## config.mk

```make
export PLATFORM = sky130hd
export DESIGN_NAME = axil_native_bridge
export DESIGN_NICKNAME = d
export VERILOG_FILES = /design/src/rtl/axil_native_bridge.sv
export SDC_FILE = /design/constraint.sdc
export NUM_CORES = 1
export LEC_CHECK = 0
export CORE_MARGIN = 5
export CORE_UTILIZATION = 40
export DETAILED_ROUTE_END_ITERATION = 16
export PLACE_DENSITY = 0.7
export SYNTH_ARGS = -nofsm -noshare
export SYNTH_HDL_FRONTEND = slang
export SYNTH_SLANG_ARGS = --single-unit
export TNS_END_PERCENT = 30
```

## constraint.sdc

```tcl
create_clock -name clk -period 1.77 [get_ports clk]
set_clock_uncertainty 0.05 [all_clocks]
set_input_delay 0.354 -clock clk [delete_from_list [all_inputs] [get_ports clk]]
set_output_delay 0.354 -clock clk [all_outputs]
set_load 0.005 [all_outputs]
```

## src/rtl/axil_native_bridge.sv

```systemverilog
// axil_native_bridge: AXI4-Lite slave that forwards each transaction as one PicoRV32
// native memory request (mem_valid/mem_ready).
// AW, W and AR each have a one-entry buffer. A single native request is in flight at a time.
// Reads and writes that are ready together are granted in round-robin order.
// Optional macro AXIL_NATIVE_DECERR_EN: an address outside the WIN_BASE/WIN_MASK window is
// answered with DECERR and no native request is issued.
module axil_native_bridge #(
   parameter int unsigned ADDR_WIDTH = 32,
   parameter logic [31:0] WIN_BASE   = 32'h0000_0000,
   parameter logic [31:0] WIN_MASK   = 32'hF000_0000
) (
   input  logic                  clk,
   input  logic                  resetn,
   input  logic                  s_axi_awvalid,
   output logic                  s_axi_awready,
   input  logic [ADDR_WIDTH-1:0] s_axi_awaddr,
   input  logic                  s_axi_wvalid,
   output logic                  s_axi_wready,
   input  logic [31:0]           s_axi_wdata,
   input  logic [3:0]            s_axi_wstrb,
   output logic                  s_axi_bvalid,
   input  logic                  s_axi_bready,
   output logic [1:0]            s_axi_bresp,
   input  logic                  s_axi_arvalid,
   output logic                  s_axi_arready,
   input  logic [ADDR_WIDTH-1:0] s_axi_araddr,
   output logic                  s_axi_rvalid,
   input  logic                  s_axi_rready,
   output logic [31:0]           s_axi_rdata,
   output logic [1:0]            s_axi_rresp,
   output logic                  mem_valid,
   output logic                  mem_instr,
   input  logic                  mem_ready,
   output logic [31:0]           mem_addr,
   output logic [31:0]           mem_wdata,
   output logic [3:0]            mem_wstrb,
   input  logic [31:0]           mem_rdata
);

   typedef enum logic [2:0] {StIdle, StWrReq, StRdReq, StWrResp, StRdResp} state_e;

   localparam logic       GrantRd    = 1'b0;
   localparam logic       GrantWr    = 1'b1;
   localparam logic [1:0] RespOkay   = 2'b00;
   localparam logic [1:0] RespDecerr = 2'b11;

   state_e                state_q, state_d;
   logic                  last_grant_q, last_grant_d;
   logic                  aw_full_q, aw_full_d;
   logic                  w_full_q, w_full_d;
   logic                  ar_full_q, ar_full_d;
   logic [ADDR_WIDTH-1:0] aw_addr_q, aw_addr_d;
   logic [ADDR_WIDTH-1:0] ar_addr_q, ar_addr_d;
   logic [31:0]           w_data_q, w_data_d;
   logic [3:0]            w_strb_q, w_strb_d;
   logic                  mem_valid_q, mem_valid_d;
   logic [31:0]           mem_addr_q, mem_addr_d;
   logic [31:0]           mem_wdata_q, mem_wdata_d;
   logic [3:0]            mem_wstrb_q, mem_wstrb_d;
   logic                  bvalid_q, bvalid_d;
   logic [1:0]            bresp_q, bresp_d;
   logic                  rvalid_q, rvalid_d;
   logic [1:0]            rresp_q, rresp_d;
   logic [31:0]           rdata_q, rdata_d;

   logic decerr_en;
   logic aw_in_win, ar_in_win;
   logic wr_rdy, rd_rdy, grant_wr, grant_rd;

   // Window decode is always computed; decerr_en (constant) decides whether it takes effect.
`ifdef AXIL_NATIVE_DECERR_EN
   assign decerr_en = 1'b1;
`else
   assign decerr_en = 1'b0;
`endif
   assign aw_in_win = ((32'(aw_addr_q) & WIN_MASK) == WIN_BASE);
   assign ar_in_win = ((32'(ar_addr_q) & WIN_MASK) == WIN_BASE);

   // Round-robin: on contention grant the opposite of the last winner
   assign wr_rdy   = aw_full_q && w_full_q;
   assign rd_rdy   = ar_full_q;
   assign grant_wr = wr_rdy && (!rd_rdy || (last_grant_q == GrantRd));
   assign grant_rd = rd_rdy && !grant_wr;

   // Next-state: buffer capture, grant, native request and AXI response sequencing
   always_comb begin
      state_d      = state_q;
      last_grant_d = last_grant_q;
      aw_full_d    = aw_full_q;
      w_full_d     = w_full_q;
      ar_full_d    = ar_full_q;
      aw_addr_d    = aw_addr_q;
      ar_addr_d    = ar_addr_q;
      w_data_d     = w_data_q;
      w_strb_d     = w_strb_q;
      mem_valid_d  = mem_valid_q;
      mem_addr_d   = mem_addr_q;
      mem_wdata_d  = mem_wdata_q;
      mem_wstrb_d  = mem_wstrb_q;
      bvalid_d     = bvalid_q;
      bresp_d      = bresp_q;
      rvalid_d     = rvalid_q;
      rresp_d      = rresp_q;
      rdata_d      = rdata_q;

      // A buffer is only freed while full, so fire and free never collide
      if (s_axi_awvalid && !aw_full_q) begin
         aw_full_d = 1'b1;
         aw_addr_d = s_axi_awaddr;
      end
      if (s_axi_wvalid && !w_full_q) begin
         w_full_d = 1'b1;
         w_data_d = s_axi_wdata;
         w_strb_d = s_axi_wstrb;
      end
      if (s_axi_arvalid && !ar_full_q) begin
         ar_full_d = 1'b1;
         ar_addr_d = s_axi_araddr;
      end

      unique case (state_q)
         StIdle: begin
            if (grant_wr) begin
               last_grant_d = GrantWr;
               if (decerr_en && !aw_in_win) begin
                  aw_full_d = 1'b0;
                  w_full_d  = 1'b0;
                  bvalid_d  = 1'b1;
                  bresp_d   = RespDecerr;
                  state_d   = StWrResp;
               end else begin
                  mem_valid_d = 1'b1;
                  mem_addr_d  = 32'(aw_addr_q);
                  mem_wdata_d = w_data_q;
                  mem_wstrb_d = w_strb_q;
                  state_d     = StWrReq;
               end
            end else if (grant_rd) begin
               last_grant_d = GrantRd;
               if (decerr_en && !ar_in_win) begin
                  ar_full_d = 1'b0;
                  rvalid_d  = 1'b1;
                  rresp_d   = RespDecerr;
                  rdata_d   = 32'hDEAD_BEEF;
                  state_d   = StRdResp;
               end else begin
                  mem_valid_d = 1'b1;
                  mem_addr_d  = 32'(ar_addr_q);
                  mem_wdata_d = 32'h0;
                  mem_wstrb_d = 4'h0;
                  state_d     = StRdReq;
               end
            end
         end
         StWrReq: begin
            if (mem_ready) begin
               mem_valid_d = 1'b0;
               aw_full_d   = 1'b0;
               w_full_d    = 1'b0;
               bvalid_d    = 1'b1;
               bresp_d     = RespOkay;
               state_d     = StWrResp;
            end
         end
         StRdReq: begin
            if (mem_ready) begin
               mem_valid_d = 1'b0;
               ar_full_d   = 1'b0;
               rvalid_d    = 1'b1;
               rresp_d     = RespOkay;
               rdata_d     = mem_rdata;
               state_d     = StRdResp;
            end
         end
         StWrResp: begin
            if (s_axi_bready) begin
               bvalid_d = 1'b0;
               state_d  = StIdle;
            end
         end
         StRdResp: begin
            if (s_axi_rready) begin
               rvalid_d = 1'b0;
               state_d  = StIdle;
            end
         end
         default: state_d = StIdle;
      endcase
   end

   // State and registered outputs; reset abandons any in-flight request or response
   always_ff @(posedge clk or negedge resetn) begin
      if (!resetn) begin
         state_q      <= StIdle;
         last_grant_q <= GrantRd;
         aw_full_q    <= 1'b0;
         w_full_q     <= 1'b0;
         ar_full_q    <= 1'b0;
         aw_addr_q    <= '0;
         ar_addr_q    <= '0;
         w_data_q     <= 32'h0;
         w_strb_q     <= 4'h0;
         mem_valid_q  <= 1'b0;
         mem_addr_q   <= 32'h0;
         mem_wdata_q  <= 32'h0;
         mem_wstrb_q  <= 4'h0;
         bvalid_q     <= 1'b0;
         bresp_q      <= RespOkay;
         rvalid_q     <= 1'b0;
         rresp_q      <= RespOkay;
         rdata_q      <= 32'h0;
      end else begin
         state_q      <= state_d;
         last_grant_q <= last_grant_d;
         aw_full_q    <= aw_full_d;
         w_full_q     <= w_full_d;
         ar_full_q    <= ar_full_d;
         aw_addr_q    <= aw_addr_d;
         ar_addr_q    <= ar_addr_d;
         w_data_q     <= w_data_d;
         w_strb_q     <= w_strb_d;
         mem_valid_q  <= mem_valid_d;
         mem_addr_q   <= mem_addr_d;
         mem_wdata_q  <= mem_wdata_d;
         mem_wstrb_q  <= mem_wstrb_d;
         bvalid_q     <= bvalid_d;
         bresp_q      <= bresp_d;
         rvalid_q     <= rvalid_d;
         rresp_q      <= rresp_d;
         rdata_q      <= rdata_d;
      end
   end

   assign s_axi_awready = !aw_full_q;
   assign s_axi_wready  = !w_full_q;
   assign s_axi_arready = !ar_full_q;
   assign s_axi_bvalid  = bvalid_q;
   assign s_axi_bresp   = bresp_q;
   assign s_axi_rvalid  = rvalid_q;
   assign s_axi_rresp   = rresp_q;
   assign s_axi_rdata   = rdata_q;
   assign mem_valid     = mem_valid_q;
   assign mem_instr     = 1'b0;
   assign mem_addr      = mem_addr_q;
   assign mem_wdata     = mem_wdata_q;
   assign mem_wstrb     = mem_wstrb_q;

endmodule

```

# --- Word-level counts from Yosys, hierarchy flattened ---
# Index checks and enable logic that the tools add are counted.
word_totals:
  regBits: 210
  input_bits: 140
  output_inout_bits: 111
  elab_cells: 83
op_classes:
  n_eq_ne: 10
  mux: 33
  bitwise_logic: 1
  reduce_logical: 23
op_table:
  columns: ["op", "count"]
  rows:
  - ["32-bit 2-to-1 mux", 4]
  - ["3-bit 2-to-1 mux", 6]
  - ["1-bit 2-to-1 mux", 17]
  - ["3-bit one-hot mux with 5 select lines", 1]
  - ["3-bit AND reduction", 3]
  - ["4-bit 2-to-1 mux", 2]
  - ["2-bit != test (second input constant)", 4]
  - ["2-bit nonzero test", 4]
  - ["3-bit by 2-bit == test with 1-bit output (second input constant)", 2]
  - ["1-bit logical AND", 6]
  - ["1-bit one-hot mux with 2 select lines", 3]
  - ["5-bit AND reduction", 1]
  - ["1-bit logical NOT", 4]
  - ["2-bit AND reduction", 2]
  - ["3-bit by 1-bit == test with 1-bit output (second input constant)", 1]
  - ["3-bit == test (second input constant)", 1]
  - ["3-bit logical NOT", 1]
  - ["3-bit != test (second input constant)", 1]
  - ["2-bit by 1-bit != test with 1-bit output (second input constant)", 1]
  - ["2-bit OR reduction", 1]
  - ["1-bit logical OR", 1]
  - ["1-bit NOT", 1]

# --- Longest topological paths before layout ---
# Gate-level depths: netlist of run 1.
depth:
  ltp_word: 8
  depth_mapped: 7
  depth_no_buf: 4

# --- Least setup slack after synthesis of run 1 ---
# OpenSTA, ideal clock, no wires.
synth_path:
  kind: "register to register"
  from: "register state_q[1]"
  to: "register state_q[1]"
  t_arrival_ns: 1.382
  required_time_ns: 1.595
  path_slack_ns: 0.213
  stages_incl_launch_ff: 6
  path_buffers: 1
  period_less_slack_ns: 1.557
  cell_sequence: "dfrtp_1 -> buf_6 -> or3b_4 -> a21oi_2 -> a221oi_1 -> mux2_4"
synth_via:
  elab_chain_len: 3
  elab_cells_between_ends: 12
  classes_between: "eq/ne (9); mux (1); reduce/logical (2)"
synth_lines:
  columns: ["item", "line", "source"]
  rows:
  - ["start: declaration", "47", "state_e state_q, state_d;"]
  - ["start signal: assignment", "194", "state_q <= StIdle;"]
  - ["start signal: assignment", "213", "state_q <= state_d;"]
  - ["3-bit by 1-bit == test with 1-bit output, or another cell as far along", "121", "unique case (state_q)"]
  - ["2-bit != test (no source line) or 3-bit != test (tied branches)", null, null]
  - ["5-bit AND reduction (no source line)", null, null]
# Several ways; a longest one is shown, not always the timed one.
# A chain may end at the register's enable or synchronous reset.

# --- Worst setup path in the final report of run 1 ---
layout_path:
  from: "register mem_wstrb_q[3] (netlist: mem_wstrb[3])"
  to: "output port mem_wstrb[3]"
layout_lines:
  columns: ["item", "line", "source"]
  rows:
  - ["start: declaration", "59", "logic [3:0] mem_wstrb_q, mem_wstrb_d;"]
  - ["start signal: assignment", "225", "mem_wstrb_q <= mem_wstrb_d;"]
  - ["end: declaration", "36", "output logic [3:0] mem_wstrb,"]
# No word-level cell between the ends.

==> results.md, run 1 <==
- Area enclosed by the die boundary: approximately 24,000 um^2
- Critical path fanouts, max: 2
- Outcome: complete, no violations
- Share of synthesized registers carrying an async set or reset: 100%
- Global-route wire length before repair: approximately 33,000 um
- Gate family responsible for the most delay along the worst path: buffers and inverters
- Slowest cell on the critical path: clkdlybuf4s50_1
- Endpoints failing hold: 0
- Largest net degree at the start of global routing: 64
- Critical-path cell list: clkdlybuf4s50_1
- Total inserted antenna cells: 0
- Final weighted congestion in routability-driven placement: ~0.79
- Placed Cells incl. Taps: around 1,100
- Clock tree root driver cell: clkbuf_16
- Type of the setup path with the least slack: reg -> out
- Vias: between 5,000 and 6,000
- Net switching component of the power: about 6.5 mW
- Peak per-stage delay on the critical path: 0.50 ns
- Die height: between 150 and 200 um
- Endpoint kind of the worst setup timing path: output pin
- Crit path DAT: 1.33 ns
- Signed area change from the synthesized netlist to the final layout: 44.0%
- Number of buffers between clock root and the deepest sink: 3
- Layout Cell Area excl Fill: 11,900 um^2
- Area of the core region: about 20,000 um^2
- Crit path buffers/inverters: 1
- Main flop type after synthesis: dfrtp_1
- Level count of the clock H-tree: 1
- Number of instances in the synthesized netlist: between 500 and 600
- Switching power share of the total: between 30 and 40%
- Number of sinks handled by clock tree synthesis: 210
- Initial standard-cell utilization of the core: roughly two fifths
- Seq/Total Area, Yosys: between 60% and 70%
- RSZ-0062 raised after global routing: false
- Maximum vdd ir drop: 0.860 mV
- R2r setup slk: approximately 0.07 ns
- Count of input and output buffers: ~250
- Number of fill cells: ~1,600
- FF+latch count, synth: between 200 and 250
- Post-route insts no fill: about 1,100
- Total wire length after detailed routing: 20,500 um
- Detail Route Antenna Nets: 0
- Yosys synthesis warning count: 0
- Worst reg2reg path endpoint: s_axi_rdata[22]
- Comb power frac: a little under two fifths
- Gr ovfl total: 0
- Num rows: 52
- Initial antenna violation count: 0
- Critical Path Start: mem_wstrb[3]
- Clock network fraction of design power: a little over a fifth
- I/O pin count: 251
- Clock-pin transition on the worst setup and hold timing paths: 0.06 ns
- Period minus WS final: approximately 1.7 ns
- Post-DR wirelength/cell: approximately 18 um
- Worst reg2reg startpoint: state_q[2]
- Clk_lat worst skew: 0.50 ns
- Startpoint type of the worst setup path: flip-flop
- Nets: a little under 1,000
- Global-route usage over all layers: roughly 17%
- Leakage Power: 5.49 nW
- Most common cell after layout, fill and taps aside: dfrtp_1
- Worst R2R Path Depth: 4
- CTS tree: built
- Post-synthesis average cell area: around 15 um^2
- Pwr Total: ~21 mW
- Placed cell areas: 11,200 um^2
- Number of remaining DRC errors: 0
- Syn Std Cell Area: about 8200 um^2
- Proportion of layout cells with a drive suffix above 1: 24.9%
- Number of max-cap violations: 0
- Number of clock buffers inserted by TritonCTS: 23
- Part of the power in registers: around two fifths
- Horiz. Die Dim: ~150 um
- Final Cycle Share: between 90% and 100%
- Final worst hold slack: 0.313 ns
- Routed vias/inst: about 4.9
- Most frequent cells in the layout: dfrtp_1, clkdlybuf4s50_1, mux2_2
- Final setup violation count: 0
- Peak clock frequency supported by timing: around 580 MHz
- Cell Int Power: approximately 14 mW
- Vias in the first global route: 6,088
- Hold/Removal Path Class: in -> async
- First-pass DRT Iterations: 4
- Post-DP HPWL: 14,600 um
- Number of violations reported at the end of detailed-routing iteration 0: between 100 and 150
- Cell Pwr Density: 1760 nW/um^2
- Max-slew violation count: 0
- Post-synthesis cell type count: 34
- Number of enable-type register cells in the synthesized netlist: 0
- Critical Path RT: around 1.4 ns
cell type report:
class | count | area, um^2 | area share, %
Tap cell | 270 | 338 | 2.85
Multi-Input combinational cell | 313 | 2740 | 23.1
Inverter | 4 | 15.0 | 0.127
Timing Repair Buffer | 276 | 2780 | 23.4
Sequential cell | 210 | 5260 | 44.3
Clock buffer | 32 | 679 | 5.73
Clock inverter | 9 | 53.8 | 0.454
flip-flops by register name, summed over array words and instances (netlist names), 3 cells and up:
name and flops:
w_data_q 32, w_strb_q 4, ar_addr_q 32, mem_addr 32, mem_wstrb 4, aw_addr_q 32, state_q 3, mem_wdata 32
s_axi_rdata 32
through the flow:
stage	utilization [%]	setup slack, ns	TNS [ns]
after floorplan	-	0.213	0
after global placement	55.2	-0.163	-5.94
after detailed placement	55.2	-0.274	-9.18
after CTS	58.4	0.000155	0
after global routing	58.6	0.00371	0
final	58.6	0.0325	0
synth_stat cells (all sizes together) (4+ instances only):
library cell    n  area share (%)
o21ai          36             2.2
mux2i          33             4.0
dfrtp         210              64
nand2          38             1.7
mux2          133              18
buf            34             3.1
inv             4            0.18
a21oi           5            0.35
a22o           36             3.8
clkbuf          7            0.32
nor2            8            0.40
layer usage:
| metal | vias up | global-route usage, % | part of all wire, % |
|---|---|---|---|
| li1 | 2517 | - | - |
| met1 | 2768 | 21.2 | 40 |
| met2 | 188 | 28.5 | 49 |
| met3 | 41 | 5.60 | 8.4 |
| met4 | 0 | 5.09 | 2.4 |
| met5 | - | 0 | 0 |
how the worst max path moves through the flow:
| stage | end | slack [ns] | cells past startpoint |
|---|---|---|---|
| 3_3_place_gp | s_axi_rdata[19] | -0.16 | 5 |
| 5_1_grt | mem_wstrb[3] | 0.004 | 1 |
| 3_5_place_dp | s_axi_rdata[22] | -0.27 | 5 |
| 4_1_cts | mem_addr[11] | 0.0002 | 1 |
| 6_report | mem_wstrb[3] | 0.03 | 1 |
| 2_1_floorplan | state_q[1] | 0.21 | 5 |
power groups by stage:
stage               sequential, mW  combinational, mW  clock, mW
floorplan                     8.25               4.81          0
detailed placement            8.51               8.74          0
global placement              8.38               8.45          0
finish                        8.38               7.98       4.52
CTS                           8.42               8.18       4.68
global route                  8.70               8.76       4.87
logic make-up (layout without fill, tap and decap cells):
kind of cell           count (synthesis)  count (layout)  share of synthesized area (%)
AND/OR/NAND/NOR                       59              59                           3.30
multiplexers                         166             166                           22.2
buffers and inverters                 45             321                           3.59
AO/OA/AOI/OAI                         82              82                           6.90
other                                  1               5                         0.0455
XOR/XNOR                               1               1                          0.106
flip-flops                           210             210                           63.8
what timing repair did:
item	CTS	global route
hold buffers	1	0
setup buffers	3	1
hold endpoints to repair	35	0
endpoints found under the setup margin	95	10
resized for setup	99	10
(Power assumes the default switching activity.)
==> run 2: changes to the inputs <==
==> constraint.sdc (replaced) <==
create_clock -name clk -period 1.77 [get_ports clk]
set_clock_uncertainty 0.05 [all_clocks]
set_input_delay 0.2655 -clock clk [delete_from_list [all_inputs] [get_ports clk]]
set_output_delay 0.2655 -clock clk [all_outputs]
set_load 0.005 [all_outputs]
==> results.md, run 2 (synthesis gave the netlist of run 1 again) <==
- Pwr Total: 22.1 mW (+5.7%)
- Horiz. Die Dim: 153 um (unchanged)
- Startpoint type of the worst setup path: flip-flop
- Most frequent cells in the layout: clkdlybuf4s50_1, dfrtp_1, mux2_2
- First-pass DRT Iterations: 4 (unchanged)
- Critical-path cell list: clkdlybuf4s50_1
- Num rows: 52 (unchanged)
- Cell Pwr Density: 1840 nW/um^2 (+4.5%)
- Endpoints failing hold: 0 (unchanged)
- Global-route usage over all layers: 17.0% (about the same)
- Largest net degree at the start of global routing: 64 (unchanged)
- Final Cycle Share: 96.5% (-1.6 points)
- Detail Route Antenna Nets: 0 (unchanged)
- Slowest cell on the critical path: clkdlybuf4s50_1
- Nets: 964 (-0.41%)
- Vias: 5,449 (-1.2%)
- RSZ-0062 raised after global routing: true
- Number of sinks handled by clock tree synthesis: 210 (unchanged)
- Signed area change from the synthesized netlist to the final layout: 45.6%
- Period minus WS final: 1.71 ns (-0.0290 ns)
- Peak per-stage delay on the critical path: 0.56 ns (+0.06 ns)
- Post-DP HPWL: 14,600 um (about the same)
- Initial standard-cell utilization of the core: 40.7% (unchanged)
- Count of input and output buffers: 245 (unchanged)
- Critical path fanouts, max: 2 (unchanged)
- Gate family responsible for the most delay along the worst path: buffers and inverters
- Final setup violation count: 0 (unchanged)
- Global-route wire length before repair: 33,000 um (+0.44%)
- Number of fill cells: 1,574 (-3.3%)
- Die height: 153 um (unchanged)
- Crit path DAT: 1.39 ns (+0.06 ns)
- Number of remaining DRC errors: 0 (unchanged)
- CTS tree: built
- Initial antenna violation count: 2 (+2)
- Number of buffers between clock root and the deepest sink: 3 (unchanged)
- Endpoint kind of the worst setup timing path: output pin
- Number of clock buffers inserted by TritonCTS: 23 (unchanged)
- Critical Path RT: 1.45 ns (+0.08 ns)
- Area enclosed by the die boundary: 23,600 um^2 (unchanged)
- Clk_lat worst skew: 0.48 ns (-0.02 ns)
- Post-route insts no fill: 1,109 (-0.45%)
- Gr ovfl total: 0 (unchanged)
- Outcome: complete, no violations
- Layout Cell Area excl Fill: 12,000 um^2 (+1.2%)
- Leakage Power: 5.19 nW (-5.5%)
- I/O pin count: 251 (unchanged)
- Number of violations reported at the end of detailed-routing iteration 0: 214 (+65%)
- Most common cell after layout, fill and taps aside: clkdlybuf4s50_1
- Peak clock frequency supported by timing: 585 MHz (+1.7%)
- Clock tree root driver cell: clkbuf_16
- Util after Layout: 59.3% (+0.67 points)
- Maximum vdd ir drop: 0.822 mV (-4.4%)
- Setup TNS Final: 0 ns (unchanged)
- Crit path buffers/inverters: 1 (unchanged)
- Max-slew violation count: 0 (unchanged)
- Routed vias/inst: 4.91 (-0.73%)
- Vias in the first global route: 6,168 (+1.3%)
- Number of max-cap violations: 0 (unchanged)
- Final weighted congestion in routability-driven placement: 0.811 (+2.5%)
- Level count of the clock H-tree: 1 (unchanged)
- FF/Latch Area: 5260 um^2 (unchanged)
- Total wire length after detailed routing: 20,400 um (-0.79%)
- Placed cell areas: 11,100 um^2 (-0.25%)
- Post-DR wirelength/cell: 18.4 um (-0.34%)
- Placed Cells incl. Taps: 1,066 (-0.19%)
- Area of the core region: 20,200 um^2 (unchanged)
- Clock-pin transition on the worst setup and hold timing paths: 0.06 ns (about the same)
- Hold/Removal Path Class: in -> async
- Proportion of layout cells with a drive suffix above 1: 24.3% (-0.54 points)
- Type of the setup path with the least slack: reg -> out
- Area of the multi-input gates: 2740 um^2 (unchanged)
==> run 2: stage by stage <==
step           setup slack (ns)  hold WS (ns)
2_1_floorplan             0.213       -0.0801
3_3_place_gp            -0.0727         0.212
3_5_place_dp             -0.139         0.220
5_1_grt                 -0.0345         0.308
6_report                 0.0615         0.262
4_1_cts                  -0.133         0.265
==> run 2: layout make-up <==
| class | instances | area share [%] |
|---|---|---|
| timing repair buffer | 272 | 23.6 |
| sequential | 210 | 43.8 |
| antenna | 1 | 0.0209 |
| clock inverter | 6 | 0.876 |
| inverter | 4 | 0.125 |
| multi-input combinational | 313 | 22.8 |
| tap | 270 | 2.82 |
| clock buffer | 33 | 5.86 |
==> run 2: worst paths after layout <==
path                                    start  slack (ns)              to  cells after the start
worst min-delay path                   resetn        0.26    w_data_q[20]                      2
worst min register to register   mem_addr[22]        0.43    mem_addr[22]                      2
worst max-delay path             mem_addr[21]        0.06    mem_addr[21]                      1
max in group asynchronous              resetn        0.74  s_axi_rdata[6]                      3
worst max register to register      ar_full_q        0.07     mem_addr[9]                      6
min in group clk                s_axi_arvalid        0.32       ar_full_q                      3
==> run 2: layer usage <==
| metal | part of all wire (%) | vias to the layer above | track usage, % | wire length, um |
|---|---|---|---|---|
| li1 | - | 2502 | - | - |
| met1 | 40 | 2715 | 21.4 | 8200 |
| met2 | 48 | 189 | 27.6 | 9680 |
| met3 | 9.3 | 41 | 6.53 | 1890 |
| met4 | 2.9 | 2 | 5.00 | 582 |
| met5 | 0.064 | - | 0 | 13 |
==> run 2: timing repair <==
item	in CTS	in global routing
endpoints found under the setup margin	3	4
gates resized for setup	4	3
hold buffers	1	0
setup buffers	0	2
endpoints found under the hold margin	46	0
==> run 2: where the power goes <==
group          internal (mW)  total, mW  switching, mW
clock network           3.17       4.98           1.81
registers               7.14       8.45           1.31
logic                   5.29       8.65           3.35
total                   15.6       22.1           6.47
==> run 3: changes to the inputs <==
Settings changed: GPL_TIMING_DRIVEN set to 0.
==> results.md, run 3 (synthesis gave the netlist of run 1 again) <==
- Outcome: complete, no violations
- Most common cell after layout, fill and taps aside: clkdlybuf4s50_1
- Maximum vdd ir drop: 0.852 mV (+3.6%)
- First-pass DRT Iterations: 4 (unchanged)
- GRT busiest layer: met2
- Post-DP HPWL: 15,100 um (+2.9%)
- Initial standard-cell utilization of the core: 40.7% (unchanged)
- Startpoint type of the worst setup path: flip-flop
- Number of max-cap violations: 0 (unchanged)
- Detail Route Antenna Nets: 0 (unchanged)
- Clock network fraction of design power: 22.6% (about the same)
- Max-Slew Margin vs Limit: 52.8%
- Gate family responsible for the most delay along the worst path: buffers and inverters
- Final worst hold slack: 0.318 ns (+0.0556 ns)
- Level count of the clock H-tree: 1 (unchanged)
- Global-route usage over all layers: 17.0% (about the same)
- Clock-pin transition on the worst setup and hold timing paths: 0.06 ns (about the same)
- Type of the setup path with the least slack: reg -> out
- Peak per-stage delay on the critical path: 0.52 ns (-0.04 ns)
- Critical-path cell list: clkdlybuf4s50_1
- Clock tree root driver cell: clkbuf_16
- Critical Path Start: mem_wdata[0]
- Largest net degree at the start of global routing: 118 (+84%)
- Most frequent cells in the layout: clkdlybuf4s50_1, dfrtp_1, mux2_2
- Number of violations reported at the end of detailed-routing iteration 0: 181 (-15%)
- Crit path DAT: 1.40 ns (about the same)
- Util after Layout: 59.0% (-0.28 points)
- Actual transition at the worst max-transition pin: just over 0.7 ns
- Layout Cell Area excl Fill: 11,900 um^2 (-0.48%)
- I/O pin count: 251 (unchanged)
- Slowest cell on the critical path: clkdlybuf4s50_1
- Crit path buffers/inverters: 1 (unchanged)
- Die height: 153 um (unchanged)
- Critical path fanouts, max: 2 (unchanged)
- Vias in the first global route: 6,054 (-1.8%)
- Worst reg2reg startpoint: ar_full_q
- Total inserted antenna cells: 0 (-1)
- Proportion of layout cells with a drive suffix above 1: 25.1% (+0.71 points)
- Part of the power in registers: 38.4% (about the same)
- Area of the core region: 20,200 um^2 (unchanged)
- Signed area change from the synthesized netlist to the final layout: 44.9%
- Cell Pwr Density: 1840 nW/um^2 (about the same)
- Hold/Removal Path Class: in -> reg
- HP Start: s_axi_awvalid
- Global-route wire length before repair: 32,900 um (-0.29%)
- Total wire length after detailed routing: 20,500 um (+0.86%)
- Vias: 5,533 (+1.5%)
- Cell Int Power: 15.4 mW (-1.1%)
- Initial antenna violation count: 0 (-2)
- Grt met1 use: 22.4% (+0.92 points)
- Post-DR wirelength/cell: 18.2 um (-0.83%)
- Count of input and output buffers: 245 (unchanged)
- Nets: 982 (+1.9%)
- Comb power frac: 39.1% (about the same)
- Num rows: 52 (unchanged)
- Endpoint kind of the worst setup timing path: output pin
- Endpoints failing hold: 0 (unchanged)
- Placed cell areas: 11,100 um^2 (-0.64%)
- Peak clock frequency supported by timing: 584 MHz (-0.26%)
- Number of clock buffers inserted by TritonCTS: 23 (unchanged)
- Area enclosed by the die boundary: 23,600 um^2 (unchanged)
- Setup TNS Final: 0 ns (unchanged)
- Final Cycle Share: 96.8% (+0.25 points)
- Number of buffers between clock root and the deepest sink: 3 (unchanged)
- Leakage Power: 5.20 nW (+0.20%)
- RSZ-0062 raised after global routing: true
- CTS tree: built
- Gr ovfl total: 0 (unchanged)
- Critical Path RT: 1.45 ns (about the same)
- Period minus WS final: 1.71 ns (+0.00448 ns)
- Horiz. Die Dim: 153 um (unchanged)
- Number of remaining DRC errors: 0 (unchanged)
- Max-slew violation count: 0 (unchanged)
- Switching power share of the total: 29.7% (+0.36 points)
- Final weighted congestion in routability-driven placement: 0.776 (-4.4%)
- Routed vias/inst: 4.91 (-0.17%)
- Number of sinks handled by clock tree synthesis: 210 (unchanged)
- Clk_lat worst skew: 0.49 ns (about the same)
- Net switching component of the power: 6.51 mW (+0.67%)
- Met3 Use GR: 5.85% (-0.68 points)
- Final setup violation count: 0 (unchanged)
- Met2 layer usage reported by global route: 27.9% (+0.34 points)
-- run 3: changes by cell type in the layout (fill, tap and decap cells not counted), moves of 3 or more --
cell	before	now
clkbuf_1	1	8
clkbuf_2	0	4
nor2b_4	3	0
buf_6	0	5
buf_2	0	12
clkbuf_4	0	5
nor2b_1	0	3
clkbuf_8	10	4
buf_12	12	0
buf_8	0	4
-- run 3: worst min-delay path, stage by stage --
cell             delay [ns]
clkdlybuf4s50_1        0.41
nor2_1                 0.09
nor2_1                 0.05
-- run 3: power by group through the flow --
stage / logic (mW) / clock network [mW] / registers (mW)
after CTS: 8.75 / 5.11 / 8.44
after floorplan: 4.81 / 0 / 8.25
after global placement: 8.39 / 0 / 8.36
after detailed placement: 8.68 / 0 / 8.48
after global routing: 9.35 / 5.33 / 8.72
final: 8.58 / 4.95 / 8.43
-- run 3: routing by layer --
metal,wire (um),part of all wire (%)
met5,0,0
met1,8710,42
met4,350,1.7
met3,1650,8.0
met2,9840,48
-- run 3: cell type report --
cell class / count / area (um^2)
fillers: 1611 / 8300
clock inverters: 7 / 135
well taps: 270 / 338
multi-input cells: 313 / 2710
repair buffers: 249 / 2510
plain buffers: 41 / 305
flip-flops and latches: 210 / 5260
inverters: 4 / 15.0
clock buffers: 34 / 657
-- run 3: timing repair --
item                                   in CTS  in global routing
gates resized for setup                    14                 12
hold buffers                                1                  0
setup buffers                               0                  2
setup endpoints to repair                  97                 82
pin swaps                                   0                  1
endpoints found under the hold margin      93                  0
-- run 3: path summary, 6_finish.rpt --
check | endpoint | slack [ns] | cells after the start
setup / recovery | mem_wdata[0] | 0.06 | 1
hold reg to reg | mem_addr[10] | 0.43 | 2
hold / removal | aw_full_q | 0.32 | 3
min in group asynchronous | w_data_q[18] | 0.34 | 2
max in group asynchronous | ar_full_q | 0.25 | 3
setup reg to reg | ar_addr_q[18] | 0.09 | 4
-- run 3: stage by stage --
stage | instances | setup WS, ns | power, mW
after CTS | 1126 | 0.0160 | 22.3
after floorplan | 568 | 0.213 | 13.1
final | 1128 | 0.0570 | 22.0
after global routing | 1128 | -0.00584 | 23.4
after detailed placement | 1084 | -0.343 | 17.2
after global placement | 1083 | -7.97 | 16.8
